**src/rtl/rv32_pkg.sv**
```systemverilog
// Shared RV32I definitions for the writeback slice: datapath width, register
// index type and the load funct3 encodings.
package rv32_pkg;

    localparam int XLEN  = 32;
    localparam int NREGS = 32;

    typedef logic [4:0] reg_idx_t;

    typedef enum logic [2:0] {
        F3_LB  = 3'b000,
        F3_LH  = 3'b001,
        F3_LW  = 3'b010,
        F3_LBU = 3'b100,
        F3_LHU = 3'b101
    } funct3_ld_e;

    function automatic logic [XLEN-1:0] sext8(input logic [7:0] b);
        return {{(XLEN-8){b[7]}}, b};
    endfunction

    function automatic logic [XLEN-1:0] sext16(input logic [15:0] h);
        return {{(XLEN-16){h[15]}}, h};
    endfunction

endpackage

```
**src/rtl/wb_regfile_load_extend.sv**
```systemverilog
// Load aligner/extender: picks byte/halfword at the offset and extends per funct3.
// Purely combinational, no flow control.
module load_extend
    import rv32_pkg::*;
(
    input  logic [2:0]      i_funct3,
    input  logic [1:0]      i_off,
    input  logic [XLEN-1:0] i_rdata,
    output logic [XLEN-1:0] o_data
);

    logic [7:0]  w_byte;
    logic [15:0] w_half;

    always_comb begin
        w_byte = i_rdata[7:0];
        case (i_off)
            2'd0:    w_byte = i_rdata[7:0];
            2'd1:    w_byte = i_rdata[15:8];
            2'd2:    w_byte = i_rdata[23:16];
            default: w_byte = i_rdata[31:24];
        endcase
    end

    // Halfword offset drops off[0]: misaligned halfword loads truncate, never trap.
    assign w_half = i_off[1] ? i_rdata[31:16] : i_rdata[15:0];

    always_comb begin
        o_data = i_rdata;
        case (i_funct3)
            F3_LB:   o_data = sext8(w_byte);
            F3_LBU:  o_data = {{(XLEN-8){1'b0}}, w_byte};
            F3_LH:   o_data = sext16(w_half);
            F3_LHU:  o_data = {{(XLEN-16){1'b0}}, w_half};
            default: o_data = i_rdata;
        endcase
    end

endmodule

```
**src/rtl/wb_regfile.sv**
```systemverilog
// Writeback stage: result select, load extension, 32x32 register file with write-through reads.
// Reads are zero-latency (same-cycle bypass); writes commit on the clock edge; no backpressure.
module wb_regfile
    import rv32_pkg::*;
#(
    parameter int XLEN_P  = XLEN,
    parameter int NREGS_P = NREGS
) (
    input  logic              clk,
    input  logic              reset,
    input  logic              RegWriteW,
    input  logic              ResultSrcW,
    input  logic [2:0]        Funct3W,
    input  logic [XLEN_P-1:0] ResultW,
    input  logic [XLEN_P-1:0] ReadDataW,
    input  logic [4:0]        RdW,
    input  logic [4:0]        Rs1D,
    input  logic [4:0]        Rs2D,
    output logic [XLEN_P-1:0] RD1D,
    output logic [XLEN_P-1:0] RD2D,
    output logic [XLEN_P-1:0] WriteDataW,
    output logic              WbValidW
);

    logic              r_settling;
    logic [XLEN_P-1:0] r_regs [NREGS_P];
    logic [XLEN_P-1:0] w_load_data;
    logic              w_wb_vld;

    load_extend u_load_extend (
        .i_funct3 (Funct3W),
        .i_off    (ResultW[1:0]),
        .i_rdata  (ReadDataW),
        .o_data   (w_load_data)
    );

    assign WriteDataW = ResultSrcW ? w_load_data : ResultW;

    // One dead cycle after reset release so a stale pipeline write cannot land.
    always_ff @(posedge clk) begin
        if (!reset) r_settling <= 1'b1;
        else        r_settling <= 1'b0;
    end

    assign w_wb_vld = reset & ~r_settling & RegWriteW & (RdW != 5'd0);
    assign WbValidW = w_wb_vld;

    always_ff @(posedge clk) begin
        if (!reset) begin
            for (int i = 0; i < NREGS_P; i++) r_regs[i] <= '0;
        end else if (w_wb_vld) begin
            r_regs[RdW] <= WriteDataW;
        end
    end

    always_comb begin
        RD1D = r_regs[Rs1D];
        if (Rs1D == 5'd0)                  RD1D = '0;
        else if (w_wb_vld && RdW == Rs1D)  RD1D = WriteDataW;
    end

    always_comb begin
        RD2D = r_regs[Rs2D];
        if (Rs2D == 5'd0)                  RD2D = '0;
        else if (w_wb_vld && RdW == Rs2D)  RD2D = WriteDataW;
    end

endmodule

```
**config.mk**
```make
export PLATFORM = sky130hd
export DESIGN_NAME = wb_regfile
export DESIGN_NICKNAME = d
export VERILOG_FILES = /design/src/rtl/rv32_pkg.sv /design/src/rtl/wb_regfile_load_extend.sv /design/src/rtl/wb_regfile.sv
export SDC_FILE = /design/constraint.sdc
export NUM_CORES = 2
export LEC_CHECK = 0
export CORE_MARGIN = 4
export CORE_UTILIZATION = 55
export CTS_CLUSTER_SIZE = 14
export DETAILED_ROUTE_END_ITERATION = 8
export DONT_BUFFER_PORTS = 1
export PLACE_DENSITY = 0.73
export SYNTH_ARGS = -nofsm -noshare
export SYNTH_HDL_FRONTEND = slang
export SYNTH_SLANG_ARGS = --single-unit
```
**constraint.sdc**
```tcl
create_clock -name clk -period 3.25 [get_ports clk]
set_input_delay 0.4875 -clock clk [delete_from_list [all_inputs] [get_ports clk]]
set_output_delay 0.4875 -clock clk [all_outputs]
set_load 0.005 [all_outputs]
```
# Yosys cells after proc, flatten, opt, wreduce, memory -nomap -nowiden
# Memory sizes are Yosys's and may differ from the RTL's.
# Index checks and enable logic that the tools add are counted.
[classes]
reduce_logical = 8
eq_ne = 7
mux = 15
n_bitwise = 4
[ops]
columns = ["op", "n"]
rows = [
  ["two-way mux 32 bit", 6],
  ["case mux 32 bit (4 select lines)", 1],
  ["OR reduction 32 bit", 1],
  ["case mux 8 bit (3 select lines)", 1],
  ["two-way mux 16 bit", 1],
  ["equality test 5 bit", 2],
  ["logical NOT 5 bit", 2],
  ["equality test 3 bit (second input constant)", 2],
  ["two-way mux 1 bit", 5],
  ["two-way mux 5 bit", 1],
  ["nonzero test 5 bit", 1],
  ["AND 1 bit", 3],
  ["equality test 3 x 1 -> 1 bit (second input constant)", 1],
  ["logical NOT 3 bit", 1],
  ["equality test 2 x 1 -> 1 bit (second input constant)", 1],
  ["equality test 2 bit (second input constant)", 1],
  ["logical AND 1 bit", 2],
  ["logical NOT 2 bit", 1],
  ["NOT 1 bit", 1],
]
[word_totals]
input_bits = 86
ramBits = 1024
register_bits = 1
elab_cells = 36
out_inout_bits = 97
memories = 1
[memory_table]
columns = ["memory", "depth", "width", "rd", "rd_ports_with_merged_regs", "wr", "line_no", "source"]
rows = [
  ["r_regs", 32, 32, 2, 0, 32, "wb_regfile.sv:26", "logic [XLEN_P-1:0] r_regs [NREGS_P];"],
]

# Logic depth before layout (Yosys ltp)
[depth]
ltp_word = 9
mapped_depth = 10

# By module
# From an unflattened synthesis, not the netlist that was laid out.
[hier_totals]
hier_cells = 4026
hier_area_um2 = 54487.3
[by_module_without_submodules]
columns = ["module", "instances", "cells_per_inst", "area_each_um2"]
rows = [
  ["wb_regfile", 1, 3893, 53517.6],
  ["load_extend", 1, 133, 969.7],
]

# Least setup slack after synthesis
# OpenSTA, ideal clock, no wires.
[synth_timing]
kind = "in2reg"
start = "input port reset"
end = "memory r_regs[28][0] (netlist bit), enable pin"
stages = 6
t_required_ns = 2.861
arrival_time_ns = 2.670
slack_ns = 0.191
path_cell_list = "clkbuf_1 nand3b_1 nor4_1 nand2_1 clkbuf_1 nand2_1"
[synth_lines]
columns = ["item", "line_no", "source"]
rows = [
  ["from (decl)", "wb_regfile.sv:10", "input logic reset,"],
  ["to (decl)", "wb_regfile.sv:26", ""],
]

# Final worst setup path
[layout_timing]
start = "input port Rs2D[1]"
end = "output port RD2D[21]"
[layout_between]
elab_chain_cells = 4
elab_cells_between_ends = 6
cone_classes = "eq/ne (1); mux (2); reduce/logical (2); memory (1)"
[layout_lines]
columns = ["item", "line_no", "source"]
rows = [
  ["from (decl)", "wb_regfile.sv:18", "input logic [4:0] Rs2D,"],
  ["parallel branches: the longest is 3 deep, another holds memory (32 x 32 bit)", "-", ""],
  ["two-way mux 32 bit (*)", "wb_regfile.sv:64", "if (Rs2D == 5'd0) RD2D = '0;"],
  ["to (decl)", "wb_regfile.sv:20", "output logic [XLEN_P-1:0] RD2D,"],
]
# Every way passes the cells marked *.

==> impl_metrics.toml <==
[final_layout]
syn_to_final_growth_pct = 12.7
instances_no_fill = 5589
num-nets-final = 4299
multi_input_area_sq_mm = 0.0225
drive_gt1_share_pct = 24.9
ff_latch_area_sq_mm = 0.0308
nFillCells = 7255

[setup_path]
crit_path_frequent_cell = "buf_4"
critical_path.max_fanout = 212
path_delay_family = "compound AO/OA/AOI/OAI gates"
path_buf_inv = 2
cp.arrival_ns = 3.19
crit_slowest_cell = "and2_2"
critical_path.cell_chain = "and2_2, buf_4, a22oi_1, nand3_1, o211ai_1, nor3_2, a211oi_2, buf_4"
start_kind = "primary input"
critical_path_class = "primary input to output port"
cp.required_ns = 2.76
end_kind = "output port"
max_stage_delay_ns = 0.65

[timing]
worst_pin_slew_ns = 1.19
slew_headroom_pct = 21.0
setup_viol = 59
max_freq_mhz = 272
fin_tns_setup_ns = -7.35
min_period_ns = 3.68
clock_skew_ns = 0.0253
whs_ns = 0.0923
worst_slack_ns = -0.429
hold_viol_final = 0
rsz0062_at_grt = "true"
timing.final.crit_share_pct = 113
slew_viol_final = 0

[clock_network]
htree_num_levels = 3
cts_buffer_depth = 3
cts_buffers = 107
cts_root_buffer = "clkbuf_16"
insertion_delay_ns = 0.72
clock-sinks = 1025
clk_pin_slew_worst_paths_ns = 0.06
cts_tree = "done"

[route]
wire_per_inst_um = 35.7
num_vias = 40200
drt-total-wl_um = 199000
via_per_inst = 7.19
drtPass1Iterations = 9
drtIter0Drc = 7176
drc = 30
ant_nets = 0

[synth]
synth_edf_count = 1024
synth_cell_types = 60
ys_top_cells_by_count = "1,024 x edfxtp_1, 1,009 x nor2_1, 439 x mux2i_1, 346 x mux4_2, 254 x clkbuf_1"
synth.cell_area_sq_mm = 0.0547
synth_compound_area_share_pct = 6.12
synth_fa_ha_area_share_pct = 0
synth_top_family_by_area = "multiplexers"
synth_top_area_cell = "edfxtp_1"
yosys_most_used_dff = "edfxtp_1"
synth-seq-area-share_pct = 56.3
ys.warnings.count = 0
synth-xor-area-share_pct = 0.160
synthTopCellsByArea = "edfxtp_1 56%, mux4_2 14%, mux2i_1 8.0%"
synth_mux_area_share_pct = 22.7
synth_simple_gate_area_share_pct = 10.7
synth.most_common_cell = "edfxtp_1"
netlist.area_leader.share_pct = 56.2
netlist_instances = 4164
ys_ff_latch = 1025
syn_avg_cell_area_sq_um = 13.1
synthArstFlopShare_pct = 0

[power]
peakVddDrop_v = 0.000447
power_leakage_nw = 23.5
intPower_mw = 23.1
p_per_area_mw_per_mm2 = 501
netSwitchingPower_mw = 7.79
pwr-share-seq_pct = 48.9
p_total_mw = 30.9
switching_share_pct = 25.2
p_comb_share_pct = 12.2
clkPwrFrac_pct = 38.9

[floorplanning]
chipWidth_um = 323
core_area_sq_mm = 0.0986
rows = 115
initial_core_util_pct = 55.5
io-pin-count = 183
dieArea_sq_mm = 0.105
die_y_um = 323

[status]
status = "complete, but fails checks"
violations = "design-rule violations, negative setup slack"

[global_routing]
grt_pass1_wl_um = 279000
grt_pass1_vias = 39600
grt_antenna_before_repair = 4
track_usage_pct = 37.7
grt_start_max_net_pins = 298
grt_overflow = 0

[hold_path]
hold_path.class = "primary input to flip-flop"

[place]
placedCellCount = 5357
dp_hpwl_um = 117000
gp_congestion = 0.948
dp_slack_ns = 0.115
io_buffers = 0

[flow_run]
cap_violations = 0
kinds of logic (layout without fill, tap and decap cells):
logic type,count (synthesis),in the layout
buffers and inverters,475,579
XOR/XNOR,10,10
other,1,34
flip-flops,1025,1025
AO/OA/AOI/OAI,414,414
multiplexers,805,805
AND/OR/NAND/NOR,1434,1435
cell type report:
| cell class | instances | area share, % |
|---|---|---|
| Clock buffer | 136 | 4.56 |
| Inverter | 38 | 0.232 |
| Clock inverter | 60 | 0.849 |
| Multi-Input combinational cell | 2696 | 36.6 |
| Sequential cell | 1025 | 49.9 |
| Tap cell | 1287 | 2.61 |
| Timing Repair Buffer | 345 | 5.22 |
| Antenna cell | 2 | 0.00812 |
registers in the layout, summed over array words and instances, names as in the netlist:
name        flops
r_settling      1
r_regs       1024
path summary, 6_finish.rpt:
check	startpoint	to	slack, ns	cells after the start
max	Rs2D[1]	RD2D[21]	-0.43	8
min	ReadDataW[20]	r_regs[23][20]	0.09	2
max reg2reg	r_settling	r_regs[21][13]	0.23	9
min reg2reg	r_settling	r_regs[3][30]	1.58	8
power groups by stage:
| stage | Sequential (mW) | Combinational [mW] | Clock [mW] |
|---|---|---|---|
| global placement | 15.3 | 3.49 | 0 |
| detailed placement | 15.4 | 3.52 | 0 |
| floorplan | 15.3 | 2.43 | 0 |
| finish | 15.1 | 3.78 | 12.0 |
| CTS | 15.1 | 3.59 | 12.0 |
| global route | 15.1 | 3.84 | 12.6 |
cell usage in the layout, fill, tap and decap left out, drive strengths merged, types with 16 or more instances in the layout:
cell       n
clkbuf   138
conb      32
mux2      20
o22ai     41
nor2    1036
inv       43
a22oi    135
o211ai    22
a211oi    77
nand4     16
a21oi     55
nor2b     19
nand3     71
mux4     346
mux2i    439
edfxtp  1024
clkinv    47
nor3      56
nand2    193
buf      341
a221oi    33
repair_timing:
action | in CTS | in global routing
pin swaps | 18 | 29
resized for setup | 57 | 34
endpoints found under the setup margin | 46 | 64
cloned | 3 | 2
setup buffers | 18 | 12
hold buffers | 1 | 0
endpoints found under the hold margin | 1 | 0
layer usage:
layer / part of all wire (%) / vias up / GRT usage (%)
met4: 8.2 / 6 / 25.6
met3: 17 / 822 / 15.1
met5: 0.12 / - / 0.952
met2: 43 / 3699 / 55.0
met1: 32 / 19900 / 46.3
li1: - / 15800 / -
per-stage QoR:
step / cell area [sq um] / utilization [%]
2_1_floorplan: 54800 / -
3_3_place_gp: 57500 / 58.3
3_5_place_dp: 57500 / 58.3
4_1_cts: 61300 / 62.2
5_1_grt: 61600 / 62.5
6_report: 61600 / 62.5
worst reg2reg max path, delay by kind of cell (launching register included):
family | cells | cell delay (ns)
buffers and inverters | 5 | 1.01
DFF | 1 | 0.29
and+or+nand+nor | 4 | 1.42
No activity file was read; power rests on OpenSTA's default activity.
